===== src/rtl/alpharetz_spi_peripheral.sv =====
// SPI target endpoint: oversamples the SPI pins on sys_clk, shifts LSB-first,
// hands received words out via rx_valid/rx_ack and takes tx words via tx_load.
module alpharetz_spi_peripheral #(
    parameter int SPI_DATA_WIDTH = 8,
    parameter bit CPOL           = 1'b0,
    parameter bit CPHA           = 1'b0,
    parameter int SYNC_STAGES    = 2
) (
    input  logic                      sys_clk,
    input  logic                      sync_rst,
    input  logic                      sys_clk_en,
    input  logic                      p_clk,
    input  logic                      p_sel_n,
    input  logic                      copi,
    output logic                      cipo,
    output logic                      cipo_oe,
    input  logic [SPI_DATA_WIDTH-1:0] tx_data,
    input  logic                      tx_load,
    output logic                      tx_ready,
    output logic [SPI_DATA_WIDTH-1:0] rx_data,
    output logic                      rx_valid,
    input  logic                      rx_ack,
    output logic                      rx_overrun,
    output logic                      busy
);

    localparam int CW = (SPI_DATA_WIDTH > 2) ? $clog2(SPI_DATA_WIDTH) : 1;
    localparam logic [CW-1:0] LAST = CW'(SPI_DATA_WIDTH - 1);

    typedef enum logic {IDLE = 1'b0, SHIFT = 1'b1} state_t;

    // [0] first sync flop, [SYNC_STAGES-1] synchronized value, [SYNC_STAGES] history
    logic [SYNC_STAGES:0] clk_sr, sel_sr, copi_sr;

    always_ff @(posedge sys_clk) begin
        if (sync_rst) begin
            clk_sr  <= {(SYNC_STAGES+1){CPOL}};
            sel_sr  <= '1;
            copi_sr <= '0;
        end else if (sys_clk_en) begin
            clk_sr  <= {clk_sr[SYNC_STAGES-1:0], p_clk};
            sel_sr  <= {sel_sr[SYNC_STAGES-1:0], p_sel_n};
            copi_sr <= {copi_sr[SYNC_STAGES-1:0], copi};
        end
    end

    logic clk_s, clk_h, sel_s, sel_h, copi_d;
    logic lead_edge, trail_edge, sel_fall, sel_rise, sample_edge, drive_edge;

    assign clk_s  = clk_sr[SYNC_STAGES-1];
    assign clk_h  = clk_sr[SYNC_STAGES];
    assign sel_s  = sel_sr[SYNC_STAGES-1];
    assign sel_h  = sel_sr[SYNC_STAGES];
    // copi settles half a p_clk period before the sample edge, so the value
    // from the cycle just before the edge was seen is the safest to take.
    assign copi_d = copi_sr[SYNC_STAGES];

    assign lead_edge   = (clk_h == CPOL) && (clk_s != CPOL);
    assign trail_edge  = (clk_h != CPOL) && (clk_s == CPOL);
    assign sel_fall    = sel_h && !sel_s;
    assign sel_rise    = !sel_h && sel_s;
    assign sample_edge = CPHA ? trail_edge : lead_edge;
    assign drive_edge  = CPHA ? lead_edge : trail_edge;

    state_t state, state_nxt;

    always_ff @(posedge sys_clk) begin
        if (sync_rst)
            state <= IDLE;
        else if (sys_clk_en)
            state <= state_nxt;
    end

    always_comb begin
        state_nxt = state;
        case (state)
            IDLE:    if (sel_fall) state_nxt = SHIFT;
            SHIFT:   if (sel_rise) state_nxt = IDLE;
            default: state_nxt = IDLE;
        endcase
    end

    logic do_enter, do_abort, do_sample, do_drive;

    always_comb begin
        do_enter  = 1'b0;
        do_abort  = 1'b0;
        do_sample = 1'b0;
        do_drive  = 1'b0;
        case (state)
            IDLE: do_enter = sel_fall;
            SHIFT: begin
                if (sel_rise) begin
                    do_abort = 1'b1;
                end else begin
                    do_sample = sample_edge;
                    do_drive  = drive_edge;
                end
            end
            default: ;
        endcase
    end

    assign busy     = (state == SHIFT);
    assign tx_ready = sel_s;

    logic [SPI_DATA_WIDTH-1:0] tx_buf, shreg;
    logic [CW-1:0]             bit_cnt;
    logic                      done_q;

    always_ff @(posedge sys_clk) begin
        if (sync_rst) begin
            tx_buf     <= '0;
            shreg      <= '0;
            bit_cnt    <= '0;
            done_q     <= 1'b0;
            cipo       <= 1'b0;
            cipo_oe    <= 1'b0;
            rx_data    <= '0;
            rx_valid   <= 1'b0;
            rx_overrun <= 1'b0;
        end else if (sys_clk_en) begin
            done_q <= do_sample && (bit_cnt == LAST);

            if (tx_load && tx_ready)
                tx_buf <= tx_data;

            if (do_enter) begin
                shreg   <= tx_buf;
                tx_buf  <= '0;
                cipo_oe <= 1'b1;
                bit_cnt <= '0;
                if (!CPHA)
                    cipo <= tx_buf[0];
            end

            if (do_abort) begin
                bit_cnt <= '0;
                cipo_oe <= 1'b0;
                cipo    <= 1'b0;
            end

            if (do_drive)
                cipo <= shreg[0];

            if (do_sample) begin
                shreg   <= {copi_d, shreg[SPI_DATA_WIDTH-1:1]};
                bit_cnt <= (bit_cnt == LAST) ? '0 : bit_cnt + 1'b1;
            end

            // Word complete: publish it and queue the next tx word (zero if not reloaded).
            if (done_q) begin
                rx_data <= shreg;
                shreg   <= tx_buf;
                tx_buf  <= '0;
            end

            if (done_q)
                rx_valid <= 1'b1;
            else if (rx_ack)
                rx_valid <= 1'b0;

            if (done_q && rx_valid && !rx_ack)
                rx_overrun <= 1'b1;
        end
    end

endmodule

===== config.mk =====
export PLATFORM = sky130hd
export DESIGN_NAME = alpharetz_spi_peripheral
export DESIGN_NICKNAME = d
export VERILOG_FILES = /design/src/rtl/alpharetz_spi_peripheral.sv
export SDC_FILE = /design/constraint.sdc
export NUM_CORES = 1
export LEC_CHECK = 0
export CORE_ASPECT_RATIO = 1.2
export CORE_UTILIZATION = 40
export DETAILED_ROUTE_END_ITERATION = 8
export GPL_ROUTABILITY_DRIVEN = 1
export GPL_TIMING_DRIVEN = 0
export PLACE_DENSITY = 0.65
export SYNTH_ARGS = -nofsm -noshare
export SYNTH_HDL_FRONTEND = slang
export SYNTH_SLANG_ARGS = --single-unit

===== constraint.sdc =====
create_clock -name sys_clk -period 1.3 [get_ports sys_clk]
set_input_delay 0.26 -clock sys_clk [delete_from_list [all_inputs] [get_ports sys_clk]]
set_output_delay 0.26 -clock sys_clk [all_outputs]
set_load 0.1 [all_outputs]

==> results of run 1 <==
==> worst min path at each step <==
stage               start    endpoint  slack, ns  cells after the start
2_1_floorplan     p_sel_n   sel_sr[0]       0.39                      2
5_1_grt        rx_data[7]  rx_data[7]       0.48                      2
4_1_cts        rx_data[1]  rx_data[1]       0.46                      2
3_5_place_dp   rx_data[1]  rx_data[1]       0.45                      2
6_report       rx_data[7]  rx_data[7]       0.46                      2
3_3_place_gp   bit_cnt[1]  bit_cnt[1]       0.44                      2
==> cell type report <==
type | count | area, sq um
plain buffers | 10 | 78.8
clock buffers | 7 | 86.3
clock inverters | 1 | 8.76
fillers | 415 | 1870
inverters | 4 | 15.0
multi-input cells | 137 | 988
flip-flops and latches | 42 | 860
well taps | 56 | 70.1
repair buffers | 38 | 319
==> logic make-up (layout without fill, tap and decap cells) <==
group,after synthesis,count (layout)
AND/OR/NAND/NOR,66,66
AO/OA/AOI/OAI,52,52
flip-flops,42,42
multiplexers,17,17
buffers and inverters,15,60
adder cells (fa/ha/maj),2,2
==> per-layer routing <==
metal / track usage / vias to the layer above / wire (um)
li1: - / 770 / -
met2: 0.325 / 28 / 1900
met4: 0.0758 / 0 / 72
met5: 0 / - / 0
met1: 0.237 / 724 / 2010
met3: 0.0404 / 6 / 136
==> registers in the layout, indices dropped and copies added (netlist names), 3 cells and up <==
| register | cells |
|---|---|
| shreg | 8 |
| bit_cnt | 3 |
| tx_buf | 8 |
| rx_data | 8 |
| sel_sr | 3 |
| copi_sr | 3 |
| clk_sr | 3 |
==> cell usage after synthesis (2+ instances only) <==
master / count
nor2_2: 2
mux2i_1: 17
nor2b_1: 2
nor2_1: 20
ha_1: 2
nand2_4: 2
clkbuf_1: 3
nand2_1: 25
buf_4: 5
o31ai_1: 8
inv_1: 4
a22oi_1: 9
nand3_1: 3
buf_2: 2
dfxtp_1: 42
o21ai_0: 4
a21oi_1: 21
==> repair_timing <==
item / in CTS / in global routing
buffers inserted: 7 / 1
pin swaps: 5 / 9
setup endpoints to repair: 50 / 21
endpoints found under the hold margin: 0 / 0
resized for setup: 101 / 15
gates cloned: 1 / 0
==> power by group through the flow <==
stage,clock network (mW),logic [mW],registers [mW]
2_1_floorplan,0,0.144,1.43
3_3_place_gp,0,0.293,1.38
3_5_place_dp,0,0.295,1.38
4_1_cts,0.914,0.312,1.35
5_1_grt,0.976,0.353,1.36
6_report,0.889,0.327,1.35
==> worst max-delay path: stages (launching register included) <==
cell and delay [ns]:
dfxtp_2 0.35, and2b_4 0.29, nor2_2 0.05, a221o_1 0.30, o221a_1 0.20
==> run metrics, run 1 <==
Final Core Density 0.565; reg2reg setup slack -0.001 ns; dpl cells 279; r2r endpoint cipo; Worst Setup SP sel_sr[2]; Clock Path Buffers 2; R2R depth 4; critical path type reg -> reg; slew margin rel. 0.761; Clk Latency, worst-skew pair 0.30 ns; Die Footprint 4780 sq um; Synth Area in XOR/XNOR 0; Power per Cell Area 1060 nW/um^2; Final WS setup -0.000958 ns; CORE AREA about 4300 sq um; post-route clock skew 0.00815 ns; design internal power 1.90 mW; most common cell after layout, fill and taps aside dfxtp_1; iteration-0 DRC count of the detailed router between 80 and 90; initial antenna violation count 0; number of inserted diodes 0; most frequent cells in the layout 35 x dfxtp_1, 25 x nand2_1, 22 x buf_4; Post-Synth Simple-Gate Area 0.188; post-synthesis adder-cell area fraction 0.0139; Syn Area/Cell 9.29 sq um; first-pass GRT wire length 6870 um; Post-synth EDFFs 0; RSZ-0062 raised after global routing true; vias 1528; Clk pwr share 0.346; Final nets 256; Final Hold Fails 0; Starting Density 0.420; CTS tree done; final worst-path cycle share 1.00; Synth Register Bits 42; largest net degree at the start of global routing 14; Die Span Y ~76 um; vias in the first global route about 1.5k; Die Wd 63.3 um; antenna-violating nets left 0; share of the synthesized area in the top cell type 0.466; Sw Ratio 0.260; Worst-path clk slew 0.08 ns; Mapped Cells 194; number of top-level pins 30; largest family of logic cells by synthesized area compound AO/OA/AOI/OAI gates; Worst-Margin Slew 0.357 ns; DRC Markers 0; most common flop cell mapped by yosys dfxtp_1; Hold Crit Class reg -> reg; synth top area cells dfxtp_1 47%, mux2i_1 9.4%, a21oi_1 5.8%, nand2_1 5.2%, nor2_1 4.2%; drt wl/cell around 14 um; Setup crit end cipo; drt total wl 4120 um; post-place instance area 2190 sq um; Root Driver clkbuf_8; Comb pwr share 0.128; TritonRoute pass-1 iters 4; final setup fails 1; crit path capture type register; arrival time worst endpoint roughly 1.5 ns; Pleak ~1.0 nW; net switching power 0.666 mW; H-tree depth 2; buffers added on ports 29; Syn Nets 212; row count 26; setup_tns -0.000958 ns; Post-Layout Cell Count 295; CTS buffer count 5; Synthesis Warnings 0; post-synthesis cell type count 40; Final Max Tran Viols 0; final hold slack about 0.46 ns; gr usage total 0.190; Worst VDD drop about 0.56 mV; Design Power 2.57 mW; Post-synth ARST share 0; Final Critical Period 1.30 ns; Synth area leader dfxtp_1; Cell Area, Synth 1800 sq um; Max Clk Rate 769 MHz; routability cong. 0.830; fin area between 2000 and 2500 sq um; clock sinks 42; Reg-to-Reg Start sel_sr[2]; Synth Area in Compound Gates 0.194; vias per inst just over 5; Seq/Total Area, Yosys 0.466; Place WS -0.620 ns; layout cells sized above 1 0.310; Worst EP required between 1 and 1.5 ns; mux cell area share after synthesis 0.0944; Max FO, Critical Path 8; hold_buf cts 0; Max-Cap Viols 0; status complete, but fails checks; grt total ovfl 0; CP Launch Type register; share of power burned in registers 0.526; failing checks setup timing; post-DP HPWL 2690 um; Area Overhead vs Synth 34.6%
Power figures use the tool's default switching activity.
==> inputs of run 2 (changes only) <==
--- a/config.mk
+++ b/config.mk
@@ -5,12 +5,12 @@
 export SDC_FILE = /design/constraint.sdc
 export NUM_CORES = 1
 export LEC_CHECK = 0
+export ABC_AREA = 1
 export CORE_ASPECT_RATIO = 1.2
 export CORE_UTILIZATION = 40
 export DETAILED_ROUTE_END_ITERATION = 8
 export GPL_ROUTABILITY_DRIVEN = 1
 export GPL_TIMING_DRIVEN = 0
-export PLACE_DENSITY = 0.65
 export SYNTH_ARGS = -nofsm -noshare
 export SYNTH_HDL_FRONTEND = slang
 export SYNTH_SLANG_ARGS = --single-unit
==> run 2 against run 1 <==
  * The run now ends clean
  * Area after synthesis increased by 7.1%
  * First-iteration DRC count increased by 15%
  * Design area increased by 1.5%
  * Critical path type unchanged
  * Highest routed layer unchanged
==> run metrics, run 2 <==
iteration-0 DRC count of the detailed router 102; synth top area cells dfxtp_1 44%, nor2_1 10%, nand2_1 9.1%, a21oi_1 5.2%, o21ai_0 4.9%; Starting Density 0.417; share of the synthesized area in the top cell type 0.435; initial antenna violation count 0; slowest stage cell, crit path dfxtp_4; number of inserted diodes 0; synth cell count leaders 52 x nor2_1, 47 x nand2_1, 42 x dfxtp_1; Mapped Cells 255; largest family of logic cells by synthesized area simple AND/OR/NAND/NOR gates; vias in the first global route between 1k and 1.5k; Final Max Tran Viols 0; DRC Markers 0; final hold slack 0.289 ns; Cell Area, Synth roughly 1900 sq um; WHS Path Cells 2; layout cells sized above 1 0.212; Worst EP required 1.49 ns; CP max stage delay 0.36 ns; post-synthesis adder-cell area fraction 0.0130; Reg-to-Reg Start sel_sr[1]; Synth Area in Compound Gates 0.117; status completed; Final Hold Fails 0; RSZ-0062 raised after global routing true; vias per inst 4.83; Syn Nets 273; Worst VDD drop about 0.52 mV; TritonRoute pass-1 iters 4; Synthesis Warnings 0; Final WS setup 0.0510 ns; clock sinks 42; Area Overhead vs Synth 27.5%; R2R depth 9; fin area 2460 sq um; post-DP HPWL slightly below 3000 um; Pleak 1.03 nW; slew margin rel. 0.689; row count 27; vias ~1.7k; most frequent cell after synthesis nor2_1; Final nets 314; Root Driver clkbuf_8; first-pass GRT wire length 6820 um; post-route clock skew 0.00445 ns; Design Power 2.63 mW; buffers added on ports 27; hold_sp sync_rst; Worst Setup SP sel_sr[1]; drt total wl 4170 um; Die Wd 65.4 um; H-tree depth 2; grt total ovfl 0; number of top-level pins 30; most common cell after layout, fill and taps aside nor2_1; arrival time worst endpoint 1.44 ns; Syn Area/Cell 7.58 sq um; routability cong. about 0.8; Max-Cap Viols 0; Hold Crit Class in -> reg; post-place instance area 2290 sq um; drt wl/cell 11.7 um; Final Critical Period approximately 1.2 ns; crit path capture type register; final setup fails 0; antenna-violating nets left 0; largest net degree at the start of global routing 14; Crit path depth 9; most common flop cell mapped by yosys dfxtp_1; Synth Area in XOR/XNOR 0; most frequent CP cell nand2_8; Die Footprint between 5000 and 6000 sq um; Post-Synth Simple-Gate Area 0.359; Die Span Y 78.1 um; CORE AREA roughly 4600 sq um; post-synthesis cell type count 26; CP Launch Type register; Worst-Margin Slew around 0.47 ns; Seq/Total Area, Yosys 0.435; gr usage total 0.173; final worst-path cycle share 0.961; Max FO, Critical Path 8; critical path type reg -> reg; CTS buffer count 5; CTS tree done; Max Clk Rate 801 MHz; Synth Register Bits 42; Power per Cell Area approximately 1100 nW/um^2; Place WS -0.505 ns; Largest regs rx_data (8), shreg (8), tx_buf (8); delay-heaviest family, CP simple AND/OR/NAND/NOR gates; most frequent cells in the layout 51 x nor2_1, 45 x nand2_1, 36 x dfxtp_1; mux cell area share after synthesis 0; Post-synth EDFFs 0; Worst Path Buf+Inv 2; Synth area leader dfxtp_1; Worst-path clk slew 0.08 ns; Post-synth ARST share 0; CP Cell Sequence buf_12, inv_4, nand3_4, nand2_8, nand2_8, nand2_8, nand2_1, nor2_1, nor2_1; Clock Path Buffers 2; Clk Latency, worst-skew pair 0.29 ns
## run 2: changes by cell type after synthesis, moves of 11 or more
| cell | delta |
|---|---|
| mux2i_1 | -17 |
| o21ai_0 | +15 |
| inv_1 | +14 |
| nor2_1 | +32 |
| nand4_1 | +11 |
| nand2_1 | +22 |
## run 2: path summary, 6_finish.rpt
path              slack [ns]   endpoint
setup / recovery        0.05   shreg[0]
hold / removal          0.29  tx_buf[7]
setup reg to reg        0.05   shreg[0]
hold reg to reg         0.46  tx_buf[2]
## run 2: stage by stage
stage / std cells / TNS, ns / util
floorplan: 255 / -0.225 / -
global placement: 340 / -6.96 / 0.494
detailed placement: 340 / -7.20 / 0.494
CTS: 349 / 0 / 0.510
global route: 355 / -0.0165 / 0.532
finish: 355 / 0 / 0.532
## run 2: cell type report
cell class	count	area (sq um)
clock buffer	6	82.6
fill	440	2160
tap	58	72.6
sequential	42	853
clock inverter	2	11.3
inverter	22	88.8
multi-input combinational	183	1000
timing repair buffer	33	285
buffer	9	68.8
## run 2: logic make-up after synthesis
kind of cell / count (synthesis)
and+or+nand+nor: 138
AOI/OAI and AO/OA: 42
DFF: 42
buffers and inverters: 31
adders and majority gates: 2
## run 2: report_power, final
| group | switching (mW) | total (mW) | internal, mW |
|---|---|---|---|
| logic | 0.232 | 0.384 | 0.152 |
| registers | 0.0416 | 1.38 | 1.33 |
| clock network | 0.443 | 0.871 | 0.428 |
## run 2: what timing repair did
action / CTS / global route
setup endpoints to repair: 24 / 12
hold buffers: 0 / 0
gates cloned: 0 / 2
resized for setup: 86 / 14
setup buffers: 1 / 4
pin swaps: 2 / 9
## run 2: layer usage
layer  share of wire  routed length [um]  vias to the layer above  global-route usage
li1                -                   -                      922                   -
met1            0.50                2090                      749               0.239
met2            0.44                1860                       37               0.257
met3           0.041                 172                        5              0.0480
met4           0.013                  53                        0              0.0587
met5               0                   0                        -                   0
==> inputs of run 3 (changes only) <==
--- a/config.mk
+++ b/config.mk
@@ -7,6 +7,7 @@
 export LEC_CHECK = 0
 export ABC_AREA = 1
 export CORE_ASPECT_RATIO = 1.2
+export CORE_MARGIN = 2
 export CORE_UTILIZATION = 40
 export DETAILED_ROUTE_END_ITERATION = 8
 export GPL_ROUTABILITY_DRIVEN = 1
==> run 3 against run 2 <==
  * Routed wire length up 0.84%
  * Worst setup slack worse by 0.012 ns
  * Design area up 1.3%
  * Worst hold slack worse by 0.0069 ns
  * Sequential power about the same
  * Critical path type unchanged
==> run metrics, run 3 (synthesis gave the netlist of run 2 again) <==
multi-input combinational cell area 1030 sq um; Root Driver clkbuf_8; CORE AREA 4630 sq um; final hold slack 0.282 ns; RSZ-0062 raised after global routing true; status completed; M3 GR Usage 0.0462; Starting Density 0.417; Final nets 310; hold_buf cts 0; Die Span Y 80.1 um; Max FO, Critical Path 8; Fill cells 449; slew margin rel. 0.670; Power per Cell Area between 1000 and 1500 nW/um^2; most frequent CP cell nand2_8; fin area 2490 sq um; Worst-Margin Slew roughly 0.49 ns; Worst-path clk slew roughly 0.08 ns; Die Footprint 5400 sq um; GRT met1 Usage 0.226; first-pass GRT wire length 6820 um; Final Hold Fails 0; vias in the first global route 1452; Max Clk Rate 793 MHz; GR Util met2 0.246; final setup fails 0; most frequent cells in the layout 45 x nor2_1, 43 x nand2_1, 36 x dfxtp_1; Most Crowded Layer GR met2; CP Cell Sequence buf_12, inv_8, nand3_4, nand2_8, nand2_8, nand2_8, nand2_1, nor2_1, nor2_1; Worst VDD drop 0.497 mV; initial antenna violation count 0; CP Launch Type register; post-route clock skew 0.00906 ns; row count 27; grt total ovfl 0; Die Wd 67.4 um; TritonRoute pass-1 iters 4; Area Overhead vs Synth 29.1%; most common cell after layout, fill and taps aside nor2_1; iteration-0 DRC count of the detailed router 135; post-place instance area 2290 sq um; vias 1729; routability cong. 0.812; largest net degree at the start of global routing 14; antenna-violating nets left 0; buffers added on ports 27; gr usage total 0.166; layout cells sized above 1 0.225; Pleak 1.02 nW; H-tree depth 2; post-DP HPWL 2920 um; drt total wl roughly 4200 um; slowest stage cell, crit path dfxtp_4; Clk Latency, worst-skew pair 0.29 ns; crit path capture type register; Clock Path Buffers 2; CTS tree done; critical path type reg -> reg; clock sinks 42; Final Critical Period around 1.3 ns; Final Max Tran Viols 0; CP max stage delay 0.36 ns; number of inserted diodes 0; Max-Cap Viols 0; final worst-path cycle share 0.970; Worst EP required roughly 1.5 ns; arrival time worst endpoint 1.45 ns; vias per inst 4.93; CTS buffer count 5; setup_tns 0 ns; storage element area 853 sq um; Largest regs rx_data (8), shreg (8), tx_buf (8); drt wl/cell 12.0 um; number of top-level pins 30; Hold Crit Class in -> reg; DRC Markers 0
==> run 3: worst paths after layout <==
path,start,end,slack (ns),cells past startpoint
worst max-delay path,sel_sr[1],shreg[2],0.04,9
worst min-delay path,sync_rst,tx_buf[7],0.28,2
worst max register to register,sel_sr[1],shreg[2],0.04,9
worst min register to register,tx_buf[1],tx_buf[1],0.46,2
==> run 3: worst max-delay path: cells and delay by family (launching register included) <==
kind	cells	cell delay (ns)
flops	1	0.36
simple gates	7	0.58
buf+inv	2	0.19
==> run 3: power by group <==
part | total (mW) | switching (mW) | internal [mW]
registers | 1.38 | 0.0412 | 1.33
clock network | 0.992 | 0.443 | 0.549
logic | 0.393 | 0.238 | 0.155
==> run 3: through the flow <==
step | cells | utilization | worst slack, ns | power [mW]
finish | 351 | 0.539 | 0.0391 | 2.76
global placement | 340 | 0.494 | -0.503 | 1.75
CTS | 349 | 0.516 | 0.00234 | 2.75
global route | 351 | 0.539 | -0.0248 | 2.89
detailed placement | 340 | 0.494 | -0.499 | 1.76
floorplan | 255 | - | -0.0227 | 1.65
==> run 3: final cells by class <==
| class | count | area share |
|---|---|---|
| well taps | 58 | 0.0291 |
| repair buffers | 29 | 0.107 |
| clock buffers | 8 | 0.0446 |
| multi-input cells | 183 | 0.412 |
| inverters | 22 | 0.0376 |
| plain buffers | 9 | 0.0276 |
| flip-flops and latches | 42 | 0.342 |
==> run 3: metal layers <==
| layer | vias to the layer above | part of all wire |
|---|---|---|
| met3 | 7 | 0.037 |
| met4 | 0 | 0.019 |
| met1 | 782 | 0.48 |
| li1 | 910 | - |
| met5 | - | 0 |
| met2 | 30 | 0.46 |
==> run 3: what timing repair did <==
| item | 4_1_cts | 5_1_grt |
|---|---|---|
| pin swaps | 3 | 10 |
| resized for setup | 88 | 22 |
| cloned | 0 | 1 |
| setup buffers | 1 | 1 |
| endpoints found under the setup margin | 24 | 12 |
